**config.mk**
```make
export PLATFORM = sky130hd
export DESIGN_NAME = ecc_mod_add_flat
export DESIGN_NICKNAME = d
export VERILOG_FILES = /design/src/rtl/ecc_pkg.sv /design/src/rtl/ecc_mod_add_if.sv /design/src/rtl/ecc_mod_add_core.sv /design/src/rtl/ecc_mod_add.sv /design/src/flat_wrapper.sv
export SDC_FILE = /design/constraint.sdc
export NUM_CORES = 1
export LEC_CHECK = 0
export ABC_CLOCK_PERIOD_IN_PS = 1400
export BUFFER_PORTS_ARGS = -buffer_cell sky130_fd_sc_hd__buf_2
export CORE_MARGIN = 5
export CORE_UTILIZATION = 35
export CTS_BUF_LIST = sky130_fd_sc_hd__clkbuf_4
export CTS_CLUSTER_SIZE = 28
export DETAILED_ROUTE_END_ITERATION = 16
export SKIP_LAST_GASP = 1
export SYNTH_ARGS = -nofsm -noshare
export SYNTH_HDL_FRONTEND = slang
export SYNTH_HIERARCHICAL = 1
export SYNTH_SLANG_ARGS = --single-unit
```
**constraint.sdc**
```tcl
create_clock -name clk -period 1.4 [get_ports clk]
set_input_delay 0.14 -clock clk [delete_from_list [all_inputs] [get_ports clk]]
set_output_delay 0.14 -clock clk [all_outputs]
set_load 0.005 [all_outputs]
```
**src/rtl/ecc_pkg.sv**
```systemverilog
// Shared constants and a reference modular-add function for the ECC datapath.
package ecc_pkg;

    localparam int unsigned ECC_LEN_DEFAULT = 8;
    localparam int unsigned ECC_LEN_MAX     = 32;

    // Width-generic (a + b) mod p at `len` bits using the same carry-preserving recipe as the datapath.
    function automatic logic [ECC_LEN_MAX-1:0] mod_add_f(
        input logic [ECC_LEN_MAX-1:0] a,
        input logic [ECC_LEN_MAX-1:0] b,
        input logic [ECC_LEN_MAX-1:0] p,
        input int unsigned            len
    );
        logic [ECC_LEN_MAX:0]   mask;
        logic [ECC_LEN_MAX:0]   sum;
        logic [ECC_LEN_MAX:0]   diff;
        logic [ECC_LEN_MAX:0]   res;
        mask = ({1'b0, {ECC_LEN_MAX{1'b1}}} >> (ECC_LEN_MAX - len));
        sum  = ({1'b0, a} & mask) + ({1'b0, b} & mask);
        diff = sum - ({1'b0, p} & mask);
        res  = (sum >= ({1'b0, p} & mask)) ? diff : sum;
        return res[ECC_LEN_MAX-1:0] & mask[ECC_LEN_MAX-1:0];
    endfunction

endpackage

```
**src/rtl/ecc_mod_add_if.sv**
```systemverilog
// Operand/result bundle for the registered modular adder.
interface ecc_mod_add_if #(
    parameter int unsigned LEN = 8
);
    logic           in_valid;
    logic [LEN-1:0] a;
    logic [LEN-1:0] b;
    logic [LEN-1:0] p;
    logic           out_valid;
    logic [LEN-1:0] c;
    logic           range_err;

    modport master (
        output in_valid, a, b, p,
        input  out_valid, c, range_err
    );

    modport slave (
        input  in_valid, a, b, p,
        output out_valid, c, range_err
    );
endinterface

```
**src/rtl/ecc_mod_add_core.sv**
```systemverilog
// Combinational sum/compare/subtract/select for c = (a + b) mod p, plus operand range check.
module ecc_mod_add_core
    import ecc_pkg::*;
#(
    parameter int unsigned LEN = ECC_LEN_DEFAULT
) (
    input  logic [LEN-1:0] a,
    input  logic [LEN-1:0] b,
    input  logic [LEN-1:0] p,
    output logic [LEN-1:0] c_next,
    output logic           err_next
);
    logic [LEN:0] sum;
    logic [LEN:0] diff;
    logic         ge;
    logic         p_small;

    // Sum kept at LEN+1 bits so the carry participates in the compare and subtract.
    always_comb begin
        sum      = {1'b0, a} + {1'b0, b};
        diff     = sum - {1'b0, p};
        ge       = (sum >= {1'b0, p});
        c_next   = ge ? diff[LEN-1:0] : sum[LEN-1:0];
        p_small  = ~|p[LEN-1:1];
        err_next = (a >= p) | (b >= p) | p_small;
    end
endmodule

```
**src/rtl/ecc_mod_add.sv**
```systemverilog
// Registered modular adder: one-cycle latency, one op per cycle, no backpressure.
module ecc_mod_add
    import ecc_pkg::*;
#(
    parameter int unsigned LEN = ECC_LEN_DEFAULT
) (
    input  logic        clk,
    input  logic        rst_n,
    ecc_mod_add_if.slave bus
);
    logic [LEN-1:0] c_next;
    logic           err_next;
    logic [LEN-1:0] c_q;
    logic           err_q;
    logic           valid_q;

    ecc_mod_add_core #(
        .LEN(LEN)
    ) u_core (
        .a        (bus.a),
        .b        (bus.b),
        .p        (bus.p),
        .c_next   (c_next),
        .err_next (err_next)
    );

    // Result and error hold across idle cycles; only the valid strobe tracks in_valid.
    always_ff @(posedge clk or negedge rst_n) begin
        if (!rst_n) begin
            c_q     <= '0;
            err_q   <= 1'b0;
            valid_q <= 1'b0;
        end else begin
            valid_q <= bus.in_valid;
            if (bus.in_valid) begin
                c_q   <= c_next;
                err_q <= err_next;
            end
        end
    end

    assign bus.c         = c_q;
    assign bus.range_err = err_q;
    assign bus.out_valid = valid_q;
endmodule

```
**src/flat_wrapper.sv**
```systemverilog
// flat-port wrapper written by rule: the top's interface ports become plain ports
module ecc_mod_add_flat import ecc_pkg::*;
#(
    parameter int unsigned LEN = ECC_LEN_DEFAULT
)
  (clk, rst_n, bus_in_valid, bus_a, bus_b, bus_p, bus_out_valid, bus_c, bus_range_err);
  ecc_mod_add_if #(.LEN(LEN)) bus_i ();
  input  logic clk;
  input  logic rst_n;
  input wire logic [$bits(bus_i.in_valid)-1:0] bus_in_valid;
  input wire logic [$bits(bus_i.a)-1:0] bus_a;
  input wire logic [$bits(bus_i.b)-1:0] bus_b;
  input wire logic [$bits(bus_i.p)-1:0] bus_p;
  output wire logic [$bits(bus_i.out_valid)-1:0] bus_out_valid;
  output wire logic [$bits(bus_i.c)-1:0] bus_c;
  output wire logic [$bits(bus_i.range_err)-1:0] bus_range_err;
  assign bus_i.in_valid = bus_in_valid;
  assign bus_i.a = bus_a;
  assign bus_i.b = bus_b;
  assign bus_i.p = bus_p;
  assign bus_out_valid = bus_i.out_valid;
  assign bus_c = bus_i.c;
  assign bus_range_err = bus_i.range_err;
  ecc_mod_add #(.LEN(LEN)) u_core (.clk(clk), .rst_n(rst_n), .bus(bus_i));
endmodule
```
-- Word-level counts from Yosys, hierarchy flattened
Cells that the tools add are included.
- latch bits: 0
- word-level logic and storage cells: 13
- memory bits (writable): 0
- output and inout bits: 10
- bits in read-only memories: 0
- input bits: 27
- memories: 0
- flip-flop bits (word level): 10
- muxes and demuxes: 1
- add/subtract/negate cells: 2
- divide/modulo/power cells: 0
- magnitude comparators: 3
- shifts and indexed selects: 0
- bitwise gates (word level): 2
- equal/unequal tests: 0
- reductions and logical operators: 2
- multipliers: 0
- operators by type and width (cell ; count):
    $ge 8x8->1 ; 2
    $add 8x8->9 ; 1
    $ge 9x8->1 ; 1
    $mux 8 ; 1
    $sub 8x8->8 ; 1
    $reduce_or 7->1 ; 1
    $or 1x1->1 ; 2
    $logic_not 1->1 ; 1

-- Logic depth before layout (Yosys ltp)
- depth in word-level cells: 3
- mapped depth: 14
- depth with buffers taken out: 13

-- Hierarchy
The synthesis kept the hierarchy.
- by module, submodules not included (module ; instances ; area an instance (µm²) ; cells each ; seq. area each (µm²)):
    ecc_mod_add_core ; 1 ; 1142.3 ; 136 ; 0.0
    ecc_mod_add ; 1 ; 396.6 ; 20 ; 250.2

-- Worst setup path after synthesis
No wires, ideal clock.
- path kind: in2reg
- start point: input bus_a[0]
- end point: register u_core.c_q[1], in the netlist u_core/bus.c[1]
- data arrival time: 3188 ps
- path buffers: 1
- setup slack: -1913 ps
- required time: 1275 ps
- setup time: 125 ps
- cell stages on the path: 13
- cells stage by stage: ha_1 > fa_1 > a211oi_1 > o21bai_1 > a21oi_1 > xnor2_1 > ha_1 > a211o_1 > o32a_1 > a21bo_1 > buf_6 > mux2_4 > mux2_4
- longest elaborated chain between the ends: 3
- elaborated cells on any way between the ends: 4
- classes of those cells: 2 x add/sub; 1 x order compare; 1 x mux
- ends and longest elaborated chain (what ; line ; RTL):
    start, declared ; flat_wrapper.sv:11 ; input wire logic [$bits(bus_i.a)-1:0] bus_a;
    $add 8x8->9 * ; ecc_mod_add_core.sv:20 ; sum = {1'b0, a} + {1'b0, b};
    $sub 8x8->8 or $ge 9x8->1 (tied branches) ; ecc_mod_add_core.sv:21, ecc_mod_add_core.sv:22 ;
    $mux 8 * ; ecc_mod_add_core.sv:23 ; c_next = ge ? diff[LEN-1:0] : sum[LEN-1:0];
    net u_core.c_next[1] ; ecc_mod_add.sv:11 ; logic [LEN-1:0] c_next;
    end signal, assigned ; ecc_mod_add.sv:36 ; c_q <= c_next;
    end, declared ; ecc_mod_add.sv:13 ; logic [LEN-1:0] c_q;
Mark *: on every way through the listed nets, which the timed path passes. The rest lies on a longest branch.
A chain may end at the register's enable or synchronous reset.

-- Worst setup path in the final report
- start point: input bus_b[0]
- end point: register u_core.c_q[6], in the netlist u_core/bus.c[6]
- longest elaborated chain between the ends: 3
- elaborated cells on any way between the ends: 4
- classes of those cells: 2 x add/sub; 1 x order compare; 1 x mux
- ends and longest elaborated chain (what ; line ; RTL):
    start, declared ; flat_wrapper.sv:12 ; input wire logic [$bits(bus_i.b)-1:0] bus_b;
    $add 8x8->9 * ; ecc_mod_add_core.sv:20 ;
    $sub 8x8->8 or $ge 9x8->1 (tied branches) ; ecc_mod_add_core.sv:21, ecc_mod_add_core.sv:22 ;
    $mux 8 * ; ecc_mod_add_core.sv:23 ;
    net u_core.c_next[6] ; ecc_mod_add.sv:11 ;
Marks and branches as above.

==> run summary <==
The count of TritonRoute iterations in the first routing pass is 4. Entering global routing, the biggest net connects 11 pins. The first global-routing pass estimated 6440 microns of wire. The top cell type by total area after synthesis is sky130_fd_sc_hd__ha_1. The run gives -12.73 ns as the total negative setup slack. The clock insertion delay at the later pin of the skew report was 0.25 ns; the final antenna diode count was 0. At the end of the flow, the number of nets in the layout was 322.

Setup repair after global routing could not meet its margin everywhere. The share of the yosys chip area belonging to registers was 0.163. The clock transition at the registers of the reported paths was 0.05 ns. Fraction of final layout cells sized beyond drive strength 1: 0.544. The time the final worst path needs with I/O delays and setup was 2.99 ns.

Across the VDD grid, the largest voltage drop is 0.000325 V. From synthesis to final layout, the design area changed by 59.0%. The tools report the number of buffers created by CTS as 3. The logs give 1 for the level count of the clock H-tree and 156 for the post-synthesis cell count. After synthesis, the cell types taking the most area are sky130_fd_sc_hd__ha_1, sky130_fd_sc_hd__dfrtp_1, sky130_fd_sc_hd__mux2_4.

The die is 76.3 microns wide. Dividing the synthesized area by the synthesized cell count gives 9.87 sq um. The run gives 1.29 nW as the leakage power figure. The worst min-delay path class is in2reg.

The worst slew margin relative to its limit came out at 0.801. CTS placed an instance of sky130_fd_sc_hd__clkbuf_4 at the clock tree root. The logs give 1.53 ns for the required time of the critical path and 10 for the number of sinks on the clock net.

In this run, synthesis produced a sequential element count of 10. TritonCTS built the clock tree. The port buffer count was 36. In the synthesized netlist the dominant register cell turns out to be sky130_fd_sc_hd__dfrtp_1. The total number of yosys warnings is 6. For the pin with the worst max-slew slack, the measured transition is 0.298 ns.

For the post-synthesis net count, the log shows 217. Max-slew violation count: 0. The estimated wirelength of the detail-placed design is 3420 microns, and the area of the mapped netlist is 1540 sq um. Global router's overall resource usage: 0.129.

Along the worst path, the maximum fanout reaches 7. The top cell types in the final layout, fill and taps aside, are sky130_fd_sc_hd__buf_4, sky130_fd_sc_hd__buf_2, sky130_fd_sc_hd__ha_1. After detailed routing, the number of vias per cell comes to 4.90.

With fillers left out, the area of the finished cells amounts to 2450 sq um. The tools report the number of nets still failing antenna checks after routing as 0. The tools report the critical path launch point type as an input pin.

The tools report the endpoint type of the worst setup path as a register. For this design the ratio of total power to cell area is 910 nW/um^2. The mean routed wirelength per cell was 12.2 microns.

The tools report the minimum setup slack in the final design as -1.59 ns. Setup violations remaining at the end of the flow were counted as 9. The total via count in the routed design was 1524; the maximum count of clock buffers along a single path was 2. Clock skew on the completed layout was measured at 0 ns.

The async set-reset flop share out of synthesis was 1.00. The tool flagged a number of max-cap violations equal to 0. Most common cell after layout, fill and taps aside: sky130_fd_sc_hd__buf_4. From bottom edge to top edge, the die measures 76.3 microns.

Summing all placed instances gives a cell area of 2290 sq um. Maximum operating frequency: 0.335 GHz. Tracing the worst setup path back leads to its startpoint at bus_b[0]. The final reports fail on negative setup slack.

The tools report the die footprint as 5820 sq um. Start of the worst register-to-register path: u_core/bus.range_err. The filler cells instantiated in the layout total 384. The netlist uses 39 different library cells.

Counting flops with a built-in enable in the synthesized netlist gives 0. Summed over all layers, the global routing overflow is 0. The starting utilization of the core area is 0.356.

The final layout contains routed wiring with a total length of 3790 microns. For the DRC violations left, the log shows 0. For this block, the initial DRC count from the detailed router was 34.

The logs give 1541 for the number of global-route vias before repair and 0 for the initial antenna violation count. The tools report the site row count as 24. The worst setup path is of the in2reg kind.

The final hold violation count is 0. STA puts the critical path data arrival time at 3.12 ns. The hold path startpoint was bus_in_valid. The final period utilization works out to 2.13. The congestion estimate from routability-driven global placement came to 0.818.

The flow ran to the end, but the final reports show violations. Pin placement for this block handled 37 I/O pins. The area share of the leading cell type in the synthesized netlist works out to 0.260. The area of the placeable core is 4320 sq um.
[synthesized netlist by cell type (all sizes together) (3+ instances only)]
master  instances
a211oi          4
a21o            7
a21oi          10
dfrtp          10
ha             32
inv            12
mux2           15
nand2           5
nand2b          3
nor2            5
nor2b           3
o21ai          11
xnor2           6
xor2            3
[per-stage QoR]
| step | setup slack, ns | std cells | util | hold slack (ns) | power, W |
|---|---|---|---|---|---|
| floorplan | -1.73 | 156 | - | -0.156 | 0.00138 |
| global placement | -1.94 | 304 | 0.529 | -0.00145 | 0.00196 |
| detailed placement | -2.00 | 304 | 0.529 | 0.00263 | 0.00199 |
| CTS | -1.62 | 309 | 0.552 | 0.166 | 0.00222 |
| global route | -1.73 | 311 | 0.566 | 0.166 | 0.00244 |
| finish | -1.59 | 311 | 0.566 | 0.176 | 0.00223 |
[registers in the layout, indices dropped and copies added, names as in the netlist]
signal                flops
u_core/bus.out_valid      1
u_core/bus.range_err      1
u_core/bus.c              8
[where the power goes]
part	internal (W)	switching (W)	total (W)
logic	0.000993	0.000593	0.00159
registers	0.000405	0.0000609	0.000466
clock network	0.0000980	0.0000765	0.000175
[path summary, 6_finish.rpt]
path                                   endpoint  cells after the start  slack [ns]
hold reg to reg                 u_core/bus.c[0]                      1        0.51
max in group asynchronous       u_core/bus.c[6]                      2        0.94
min in group asynchronous       u_core/bus.c[2]                      2        0.28
hold / removal             u_core/bus.out_valid                      1        0.18
setup / recovery                u_core/bus.c[6]                     13       -1.59
setup reg to reg           u_core/bus.range_err                      1        0.64
[critical path, cell delays in order]
cell and delay, ns:
sky130_fd_sc_hd__buf_8 0.10, sky130_fd_sc_hd__ha_4 0.15, sky130_fd_sc_hd__fa_2 0.34, sky130_fd_sc_hd__a211oi_2 0.26
sky130_fd_sc_hd__o21bai_1 0.09, sky130_fd_sc_hd__a21oi_1 0.16, sky130_fd_sc_hd__xnor2_1 0.17, sky130_fd_sc_hd__ha_1 0.27
sky130_fd_sc_hd__a211o_1 0.26, sky130_fd_sc_hd__o32a_1 0.34, sky130_fd_sc_hd__a21bo_4 0.28, sky130_fd_sc_hd__mux2_4 0.30
sky130_fd_sc_hd__mux2_4 0.25
[per-layer routing]
| metal | up-vias | share of wire | global-route usage |
|---|---|---|---|
| met5 | - | 0 | 0 |
| met4 | 0 | 0.016 | 0.0332 |
| met3 | 6 | 0.052 | 0.0165 |
| met2 | 36 | 0.47 | 0.220 |
| met1 | 691 | 0.46 | 0.170 |
| li1 | 791 | - | - |
[area by class of cell]
cell class              instances  area, sq um  share of cell area
multi-input cells             131         1330               0.542
repair buffers                103          724               0.296
well taps                      52         65.1              0.0266
clock buffers                   3         22.5             0.00920
flip-flops and latches         10          250               0.102
inverters                      12         57.6              0.0235
[kinds of logic (layout without fill, tap and decap cells)]
kind of cell,count (synthesis),count (layout),share of synthesized area
AOI/OAI and AO/OA,47,47,0.207
adders and majority gates,34,34,0.286
and+or+nand+nor,25,25,0.0935
muxes,16,16,0.153
buffers and inverters,15,118,0.0463
DFF,10,10,0.163
xor gates and xnor gates,9,9,0.0512
[timing repair]
item	in CTS	in global routing
buffers inserted	1	2
hold endpoints to repair	10	0
pin swaps	16	15
hold buffers	1	0
setup endpoints to repair	9	9
gates resized for setup	15	12
Power figures use the tool's default switching activity.
